**src/rtl/mem_copy_ctrl.sv**
```systemverilog
// -----------------------------------------------------------------------------
// mem_copy_ctrl
//
// Purpose:
//   Sequencer and arbiter in front of a single-port 8-bit x 256 data memory.
//   The memory has a combinational read and a write on the rising clock edge.
//   The memory port is shared between the CPU datapath and a byte copy/fill
//   engine. The CPU starts block copies (ascending, forward semantics on
//   overlap) and block fills. The CPU normally has priority. A starvation
//   counter forces an engine grant after STARVE_LIMIT consecutive denied
//   engine cycles, so the engine always makes forward progress.
//
// Parameters:
//   STARVE_LIMIT  consecutive denied engine cycles before a forced grant.
//                 0 disables forcing, so the CPU always wins. Range 0..255.
//
// Ports:
//   clk          clock; all state updates on the rising edge
//   rst_n        asynchronous, active-low reset
//   start        start request, sampled only in IDLE
//   mode         0 = copy, 1 = fill (captured at start)
//   src          copy source base address (captured at start)
//   dst          destination base address (captured at start)
//   len          byte count, 0 = no-op (captured at start)
//   fill_val     fill byte (captured at start)
//   busy         engine active (RD, WR or FILL)
//   done         one-cycle completion pulse
//   cpu_req      CPU needs the port this cycle
//   cpu_wr_en    CPU write enable
//   cpu_addr     CPU address
//   cpu_dat_in   CPU write data
//   cpu_stall    CPU denied this cycle (forced engine grant only)
//   mem_addr     memory address
//   mem_wr_en    memory write enable
//   mem_dat_in   memory write data
//   mem_dat_out  combinational memory read data (also wired straight to CPU)
// -----------------------------------------------------------------------------
module mem_copy_ctrl #(
    parameter int unsigned STARVE_LIMIT = 4
) (
    input  logic       clk,
    input  logic       rst_n,

    // Engine command interface
    input  logic       start,
    input  logic       mode,
    input  logic [7:0] src,
    input  logic [7:0] dst,
    input  logic [7:0] len,
    input  logic [7:0] fill_val,
    output logic       busy,
    output logic       done,

    // CPU datapath side
    input  logic       cpu_req,
    input  logic       cpu_wr_en,
    input  logic [7:0] cpu_addr,
    input  logic [7:0] cpu_dat_in,
    output logic       cpu_stall,

    // Memory port
    output logic [7:0] mem_addr,
    output logic       mem_wr_en,
    output logic [7:0] mem_dat_in,
    input  logic [7:0] mem_dat_out
);

    // -------------------------------------------------------------------------
    // Constants
    // -------------------------------------------------------------------------
    localparam logic [7:0] STARVE_LIMIT_B = 8'(STARVE_LIMIT);
    localparam bit         FORCE_EN       = (STARVE_LIMIT != 0);

    // -------------------------------------------------------------------------
    // State
    // -------------------------------------------------------------------------
    typedef enum logic [2:0] {
        ST_IDLE = 3'd0,
        ST_RD   = 3'd1,
        ST_WR   = 3'd2,
        ST_FILL = 3'd3,
        ST_DONE = 3'd4
    } state_t;

    state_t     state_q,   state_d;
    logic [7:0] src_ptr_q, src_ptr_d;
    logic [7:0] dst_ptr_q, dst_ptr_d;
    logic [7:0] rem_q,     rem_d;
    logic [7:0] fill_q,    fill_d;
    logic [7:0] hold_q,    hold_d;
    logic [7:0] starve_q,  starve_d;

    // -------------------------------------------------------------------------
    // Arbitration
    // -------------------------------------------------------------------------
    logic eng_req;
    logic force_grant;
    logic eng_grant;

    // The engine wants the port in every working state; IDLE and DONE leave
    // the port to the CPU unconditionally.
    assign eng_req = (state_q == ST_RD) || (state_q == ST_WR) || (state_q == ST_FILL);

    // Forced grant only when the CPU is actually contending; an uncontended
    // engine wins anyway and must not raise cpu_stall.
    assign force_grant = FORCE_EN && eng_req && cpu_req && (starve_q == STARVE_LIMIT_B);

    assign eng_grant = eng_req && (!cpu_req || force_grant);

    assign cpu_stall = force_grant;

    // Status outputs come straight from the state register, so the
    // asynchronous reset clears them immediately.
    assign busy = eng_req;
    assign done = (state_q == ST_DONE);

    // -------------------------------------------------------------------------
    // Memory port mux
    // -------------------------------------------------------------------------
    // The CPU path is the default: whenever the engine is not granted, the
    // CPU signals pass through unchanged, including while in reset.
    always_comb begin
        mem_addr   = cpu_addr;
        mem_wr_en  = cpu_wr_en;
        mem_dat_in = cpu_dat_in;
        if (eng_grant) begin
            case (state_q)
                ST_RD: begin
                    mem_addr   = src_ptr_q;
                    mem_wr_en  = 1'b0;
                    mem_dat_in = hold_q;
                end
                ST_WR: begin
                    mem_addr   = dst_ptr_q;
                    mem_wr_en  = 1'b1;
                    mem_dat_in = hold_q;
                end
                ST_FILL: begin
                    mem_addr   = dst_ptr_q;
                    mem_wr_en  = 1'b1;
                    mem_dat_in = fill_q;
                end
                default: begin
                    mem_addr   = cpu_addr;
                    mem_wr_en  = cpu_wr_en;
                    mem_dat_in = cpu_dat_in;
                end
            endcase
        end
    end

    // -------------------------------------------------------------------------
    // Starvation counter
    // -------------------------------------------------------------------------
    // Counts consecutive denied engine cycles; any grant or any cycle without
    // an engine request restarts the count. With forcing enabled the count
    // never passes STARVE_LIMIT; with forcing disabled a wrap is harmless.
    always_comb begin
        starve_d = 8'd0;
        if (eng_req && !eng_grant) begin
            starve_d = starve_q + 8'd1;
        end
    end

    // -------------------------------------------------------------------------
    // Next-state logic
    // -------------------------------------------------------------------------
    // A denied engine state falls through every branch below, so pointers,
    // remaining count and hold register keep their values.
    always_comb begin
        state_d   = state_q;
        src_ptr_d = src_ptr_q;
        dst_ptr_d = dst_ptr_q;
        rem_d     = rem_q;
        fill_d    = fill_q;
        hold_d    = hold_q;

        case (state_q)
            ST_IDLE: begin
                if (start) begin
                    src_ptr_d = src;
                    dst_ptr_d = dst;
                    rem_d     = len;
                    fill_d    = fill_val;
                    if (len == 8'd0) begin
                        state_d = ST_DONE;
                    end else if (mode) begin
                        state_d = ST_FILL;
                    end else begin
                        state_d = ST_RD;
                    end
                end
            end

            ST_RD: begin
                if (eng_grant) begin
                    // Memory read is combinational, so the source byte is
                    // valid on mem_dat_out in this same cycle.
                    hold_d  = mem_dat_out;
                    state_d = ST_WR;
                end
            end

            ST_WR: begin
                if (eng_grant) begin
                    src_ptr_d = src_ptr_q + 8'd1;
                    dst_ptr_d = dst_ptr_q + 8'd1;
                    rem_d     = rem_q - 8'd1;
                    state_d   = (rem_q == 8'd1) ? ST_DONE : ST_RD;
                end
            end

            ST_FILL: begin
                if (eng_grant) begin
                    dst_ptr_d = dst_ptr_q + 8'd1;
                    rem_d     = rem_q - 8'd1;
                    if (rem_q == 8'd1) begin
                        state_d = ST_DONE;
                    end
                end
            end

            ST_DONE: begin
                // start is deliberately not looked at here.
                state_d = ST_IDLE;
            end

            default: begin
                state_d = ST_IDLE;
            end
        endcase
    end

    // -------------------------------------------------------------------------
    // State registers
    // -------------------------------------------------------------------------
    always_ff @(posedge clk or negedge rst_n) begin
        if (!rst_n) begin
            state_q   <= ST_IDLE;
            src_ptr_q <= 8'd0;
            dst_ptr_q <= 8'd0;
            rem_q     <= 8'd0;
            fill_q    <= 8'd0;
            hold_q    <= 8'd0;
            starve_q  <= 8'd0;
        end else begin
            state_q   <= state_d;
            src_ptr_q <= src_ptr_d;
            dst_ptr_q <= dst_ptr_d;
            rem_q     <= rem_d;
            fill_q    <= fill_d;
            hold_q    <= hold_d;
            starve_q  <= starve_d;
        end
    end

endmodule

```
**config.mk**
```make
export PLATFORM = sky130hd
export DESIGN_NAME = mem_copy_ctrl
export DESIGN_NICKNAME = d
export VERILOG_FILES = /design/src/rtl/mem_copy_ctrl.sv
export SDC_FILE = /design/constraint.sdc
export NUM_CORES = 1
export LEC_CHECK = 0
export ABC_AREA = 1
export ABC_CLOCK_PERIOD_IN_PS = 1800
export CAP_MARGIN = 20
export CORE_MARGIN = 2
export CORE_UTILIZATION = 45
export CTS_CLUSTER_SIZE = 24
export DETAILED_ROUTE_END_ITERATION = 16
export PLACE_DENSITY = 0.81
export SYNTH_ARGS = -nofsm -noshare
export SYNTH_HDL_FRONTEND = slang
export SYNTH_SLANG_ARGS = --single-unit
export TNS_END_PERCENT = 5
```
**constraint.sdc**
```tcl
create_clock -name clk -period 1.8 [get_ports clk]
set_input_delay 0.36 -clock clk [delete_from_list [all_inputs] [get_ports clk]]
set_output_delay 0.36 -clock clk [all_outputs]
set_load 0.005 [all_outputs]
```
### Word-level counts from Yosys, hierarchy flattened

Index checks and enable logic that the tools add are counted.

| word-level totals | value |
|---|---|
| bits in registers | 51 |
| logic and storage cells | 68 |

| cells by class | value |
|---|---|
| $add $sub $neg | 4 |
| equality and inequality tests | 12 |
| muxes and demuxes | 25 |
| reduce and logical (&&, ||, !) cells | 20 |

Operator list:

| cell | count |
|---|---|
| $pmux W8 S2 | 5 |
| $mux W8 | 9 |
| $add A8 B1 Y8 const B | 3 |
| $mux W3 | 7 |
| $pmux W3 S4 | 1 |
| $eq A8 B1 Y1 const B | 1 |
| $eq A8 B3 Y1 const B | 1 |
| $logic_not A8 Y1 | 1 |
| $ne A2 B2 Y1 const B | 4 |
| $sub A8 B1 Y8 const B | 1 |
| $eq A3 B2 Y1 const B | 2 |
| $reduce_and A3 Y1 | 2 |
| $reduce_and A5 Y1 | 1 |
| $logic_and A1 B1 Y1 | 4 |
| $ne A2 B1 Y1 const B | 2 |
| $reduce_and A2 Y1 | 2 |
| $reduce_bool A2 Y1 | 2 |
| $reduce_or A2 Y1 | 2 |
| $eq A3 B1 Y1 const B | 1 |
| $eq A3 B3 Y1 const B | 1 |
| $logic_not A3 Y1 | 1 |
| $logic_or A1 B1 Y1 | 3 |
| $logic_not A1 Y1 | 2 |
| $mux W2 | 1 |
| other kinds (2) | 2 |

### Longest topological paths before layout

| logic depth | value |
|---|---|
| depth after elaboration | 10 |
| depth in mapped cells | 11 |

### Worst setup path before layout

OpenSTA, ideal clock, no wires.

| timing | value |
|---|---|
| path kind | register -> output |
| from | register starve_q[0] |
| to | output mem_addr[5] |
| arrival time | 1.402 ns |
| required time | 1.440 ns |
| setup slack | 0.038 ns |
| cell stages (with the launch flop) | 12 |
| cells stage by stage | dfrtp_1 -> inv_1 -> ha_1 -> nand2_1 -> nor2_1 -> nand3_2 -> nand2_4 -> inv_4 -> nor2_8 -> buf_6 -> nand2_1 -> nand3_1 |

| on the way | value |
|---|---|
| word-level cells in the longest chain between the ends | 5 |

RTL lines:

| what | line | RTL |
|---|---|---|
| from (decl) | 91 | `logic [7:0] starve_q, starve_d;` |
| from (signal assigned) | 253 | `starve_q <= starve_d;` |
| $eq A8 B3 Y1 | 106 | `assign force_grant = FORCE_EN && eng_req && cpu_req && (starve_q == STARVE_LIMIT_B);` |
| $logic_and A1 B1 Y1 | 106 |  |
| $logic_or A1 B1 Y1 | 108 | `assign eng_grant = eng_req && (!cpu_req \|\| force_grant);` |
| $logic_and A1 B1 Y1 | 108 |  |
| $mux W8 | 126 | `if (eng_grant) begin` |
| to (decl) | 62 | `output logic [7:0] mem_addr,` |

Every way passes these cells.

### Worst setup path after layout

| timing | value |
|---|---|
| from | register starve_q[0] |
| to | output mem_addr[6] |

Same word-level chain as after synthesis.

==> flow_summary.json <==
{
  "regArea_sq_mm": 0.00128,
  "path_class": "reg -> out",
  "path_clk_slew_ns": 0.09,
  "synth.avg_cell_area_sq_um": 6.93,
  "rsz0062_at_grt": "true",
  "async_flop_share": 1.00,
  "finClkSkew_ns": 0.00809,
  "die_w_microns": 89.2,
  "cts_buffers": 5,
  "layout_min_cycle_time_ns": 2.38,
  "status": "finished, violations left",
  "synth_common_cells": "163 x nand2_1, 56 x nor2_1, 51 x dfrtp_1, 51 x nand3_1, 43 x inv_1",
  "cp-start-kind": "register",
  "wl_per_cell_microns": 13.8,
  "io_pins": 82,
  "multiInputGateArea_sq_mm": 0.00186,
  "drv_slew": 0,
  "synth_cells": 471,
  "timing.hold.ws_ns": 0.463,
  "grt_pass1_vias": 3390,
  "seq_area_frac_synth": 0.391,
  "grt_usage": 0.240,
  "vias_per_cell": 5.16,
  "root_buffer": "clkbuf_8",
  "portBuffers": 81,
  "yosysTopAreaCellShare": 0.391,
  "dr.pass1.iters": 7,
  "start_util": 0.457,
  "tightest_slew_ns": 0.341,
  "fin_nets": 671,
  "grt_pass1_wl_microns": 14900,
  "overflow": 0,
  "hpwl_microns": 6610,
  "cp-end-kind": "output port",
  "grt_max_degree": 27,
  "ys.flop_type": "dfrtp_1",
  "ir_worst_vdd_mv": 0.612,
  "max_freq_ghz": 0.421,
  "final_util": 0.673,
  "cts.sinks": 51,
  "required_ns": 1.44,
  "n_antenna_cell": 0,
  "fin_ws_ns": -0.578,
  "drtIter0Drc": 265,
  "dieHeight_microns": 89.2,
  "ant_nets": 0,
  "drv_cap": 0,
  "cp_data_arrival_time_ns": 2.02,
  "clock_latency_ns": 0.31,
  "hold_viol": 0,
  "synth_top_area_cell": "dfrtp_1",
  "setup_viol": 20,
  "core_area_sq_mm": 0.00714,
  "htree_levels": 2,
  "vias": 3626,
  "slew-limit-headroom": 0.772,
  "cts_tree": "yes",
  "antenna_found_initial": 0,
  "syn-cell-area_sq_mm": 0.00326,
  "drc": 0,
  "routed_wl_microns": 9730,
  "yosys-top-cells-area": "dfrtp_1 39%, nand2_1 19%, nand3_1 7.8%",
  "ys_seq_elements": 51,
  "power.leakage_nw": 2.40,
  "hp-class": "in -> async",
  "violations": "negative setup slack",
  "dieArea_sq_mm": 0.00795,
  "synth.distinct_cells": 28,
  "area_growth_pct": 47.1,
  "cts_buffer_depth": 2,
  "fill_cells": 572,
  "drive_gt1_frac": 0.227,
  "worstPathMaxFanout": 4,
  "yosysMostFrequentCell": "nand2_1",
  "period_share": 1.32,
  "syn_nets": 539,
  "yosysWarnings": 0,
  "gp_congestion": 0.857,
  "timing.setup.tns_ns": -8.84,
  "rows": 31,
  "finalPower_mw": 7.06,
  "synth-edff-count": 0,
  "powerDensity_mw_per_mm2": 1470
}
-- critical path: stages, from the launching register on --
cell and delay (ns):
dfrtp_1 0.39, inv_1 0.06, ha_2 0.17, nand2_2 0.07, nor2_4 0.14, nand3_4 0.12, nand2_8 0.14, nand2_8 0.06
clkinvlp_4 0.13, buf_6 0.13, buf_6 0.08, nand2_2 0.05, nand3_2 0.06, buf_2 0.11
-- area by class of cell --
class,instances,share of cell area
well taps,99,0.0258
flip-flops and latches,51,0.266
clock buffers,6,0.0172
inverters,48,0.0409
repair buffers,135,0.254
multi-input cells,362,0.388
clock inverters,2,0.00730
-- per-stage QoR --
step | instance area (sq um) | setup WS (ns) | std cells
final | 4800 | -0.578 | 703
after global routing | 4800 | -0.670 | 703
after CTS | 4660 | -0.552 | 699
after detailed placement | 4380 | -0.903 | 675
after global placement | 4380 | -0.820 | 675
after floorplan | 3260 | 0.0381 | 471
-- repair_timing --
item / in CTS / in global routing
gates resized for setup: 105 / 34
setup endpoints to repair: 30 / 58
buffers inserted: 15 / 4
hold buffers: 1 / 0
pin swaps: 13 / 9
endpoints found under the hold margin: 11 / 0
-- cells in the final DEF, fill, tap and decap left out, drive strengths merged --
master,netlist,routed
nand4,1,1
mux2,8,8
dlygate4sd3,0,1
clkinvlp,0,1
nor3b,3,3
inv,47,46
o21ai,43,43
bufinv,0,1
clkinv,1,2
a21oi,3,3
ha,6,6
or2,4,4
nand2,172,172
xor2,3,3
dlygate4sd2,0,2
clkbuf,3,8
nor2,58,58
xnor2,2,2
nand3,52,52
buf,7,70
clkdlybuf4s50,0,60
nor3,7,7
dfrtp,51,51
-- registers in the layout, indices dropped and copies added, names as in the netlist --
name       cells
rem_q          8
fill_q         8
starve_q       8
dst_ptr_q      8
src_ptr_q      8
hold_q         8
state_q        3
-- final timing paths --
| kind | start | end | slack (ns) | cells after the start |
|---|---|---|---|---|
| worst max-delay path | starve_q[0] | mem_addr[6] | -0.58 | 13 |
| worst min-delay path | rst_n | hold_q[4] | 0.46 | 2 |
| min in group clk | fill_q[2] | fill_q[2] | 0.52 | 1 |
| worst min register to register | fill_q[2] | fill_q[2] | 0.52 | 1 |
| max in group asynchronous | rst_n | state_q[1] | 0.81 | 3 |
| worst max register to register | starve_q[0] | rem_q[7] | -0.06 | 12 |
-- power by group --
part | leakage (nW) | switching (mW) | total (mW) | internal (mW)
Combinational | 1.70 | 2.32 | 4.12 | 1.80
Clock | 0.0612 | 0.375 | 0.825 | 0.450
Sequential | 0.638 | 0.467 | 2.11 | 1.65
-- metal layers --
layer / vias up / wire [microns] / global-route usage
met3: 43 / 638 / 0.0452
li1: 1755 / - / -
met1: 1673 / 3810 / 0.292
met2: 155 / 4870 / 0.408
met4: 0 / 402 / 0.115
met5: - / 0 / 0
-- cells by family after synthesis --
family | synth area share
buf+inv | 0.0797
xor+xnor | 0.0134
simple gates | 0.395
fa+ha+maj | 0.0230
flops | 0.391
mux | 0.0276
compound gates | 0.0705
(Power assumes the default switching activity.)
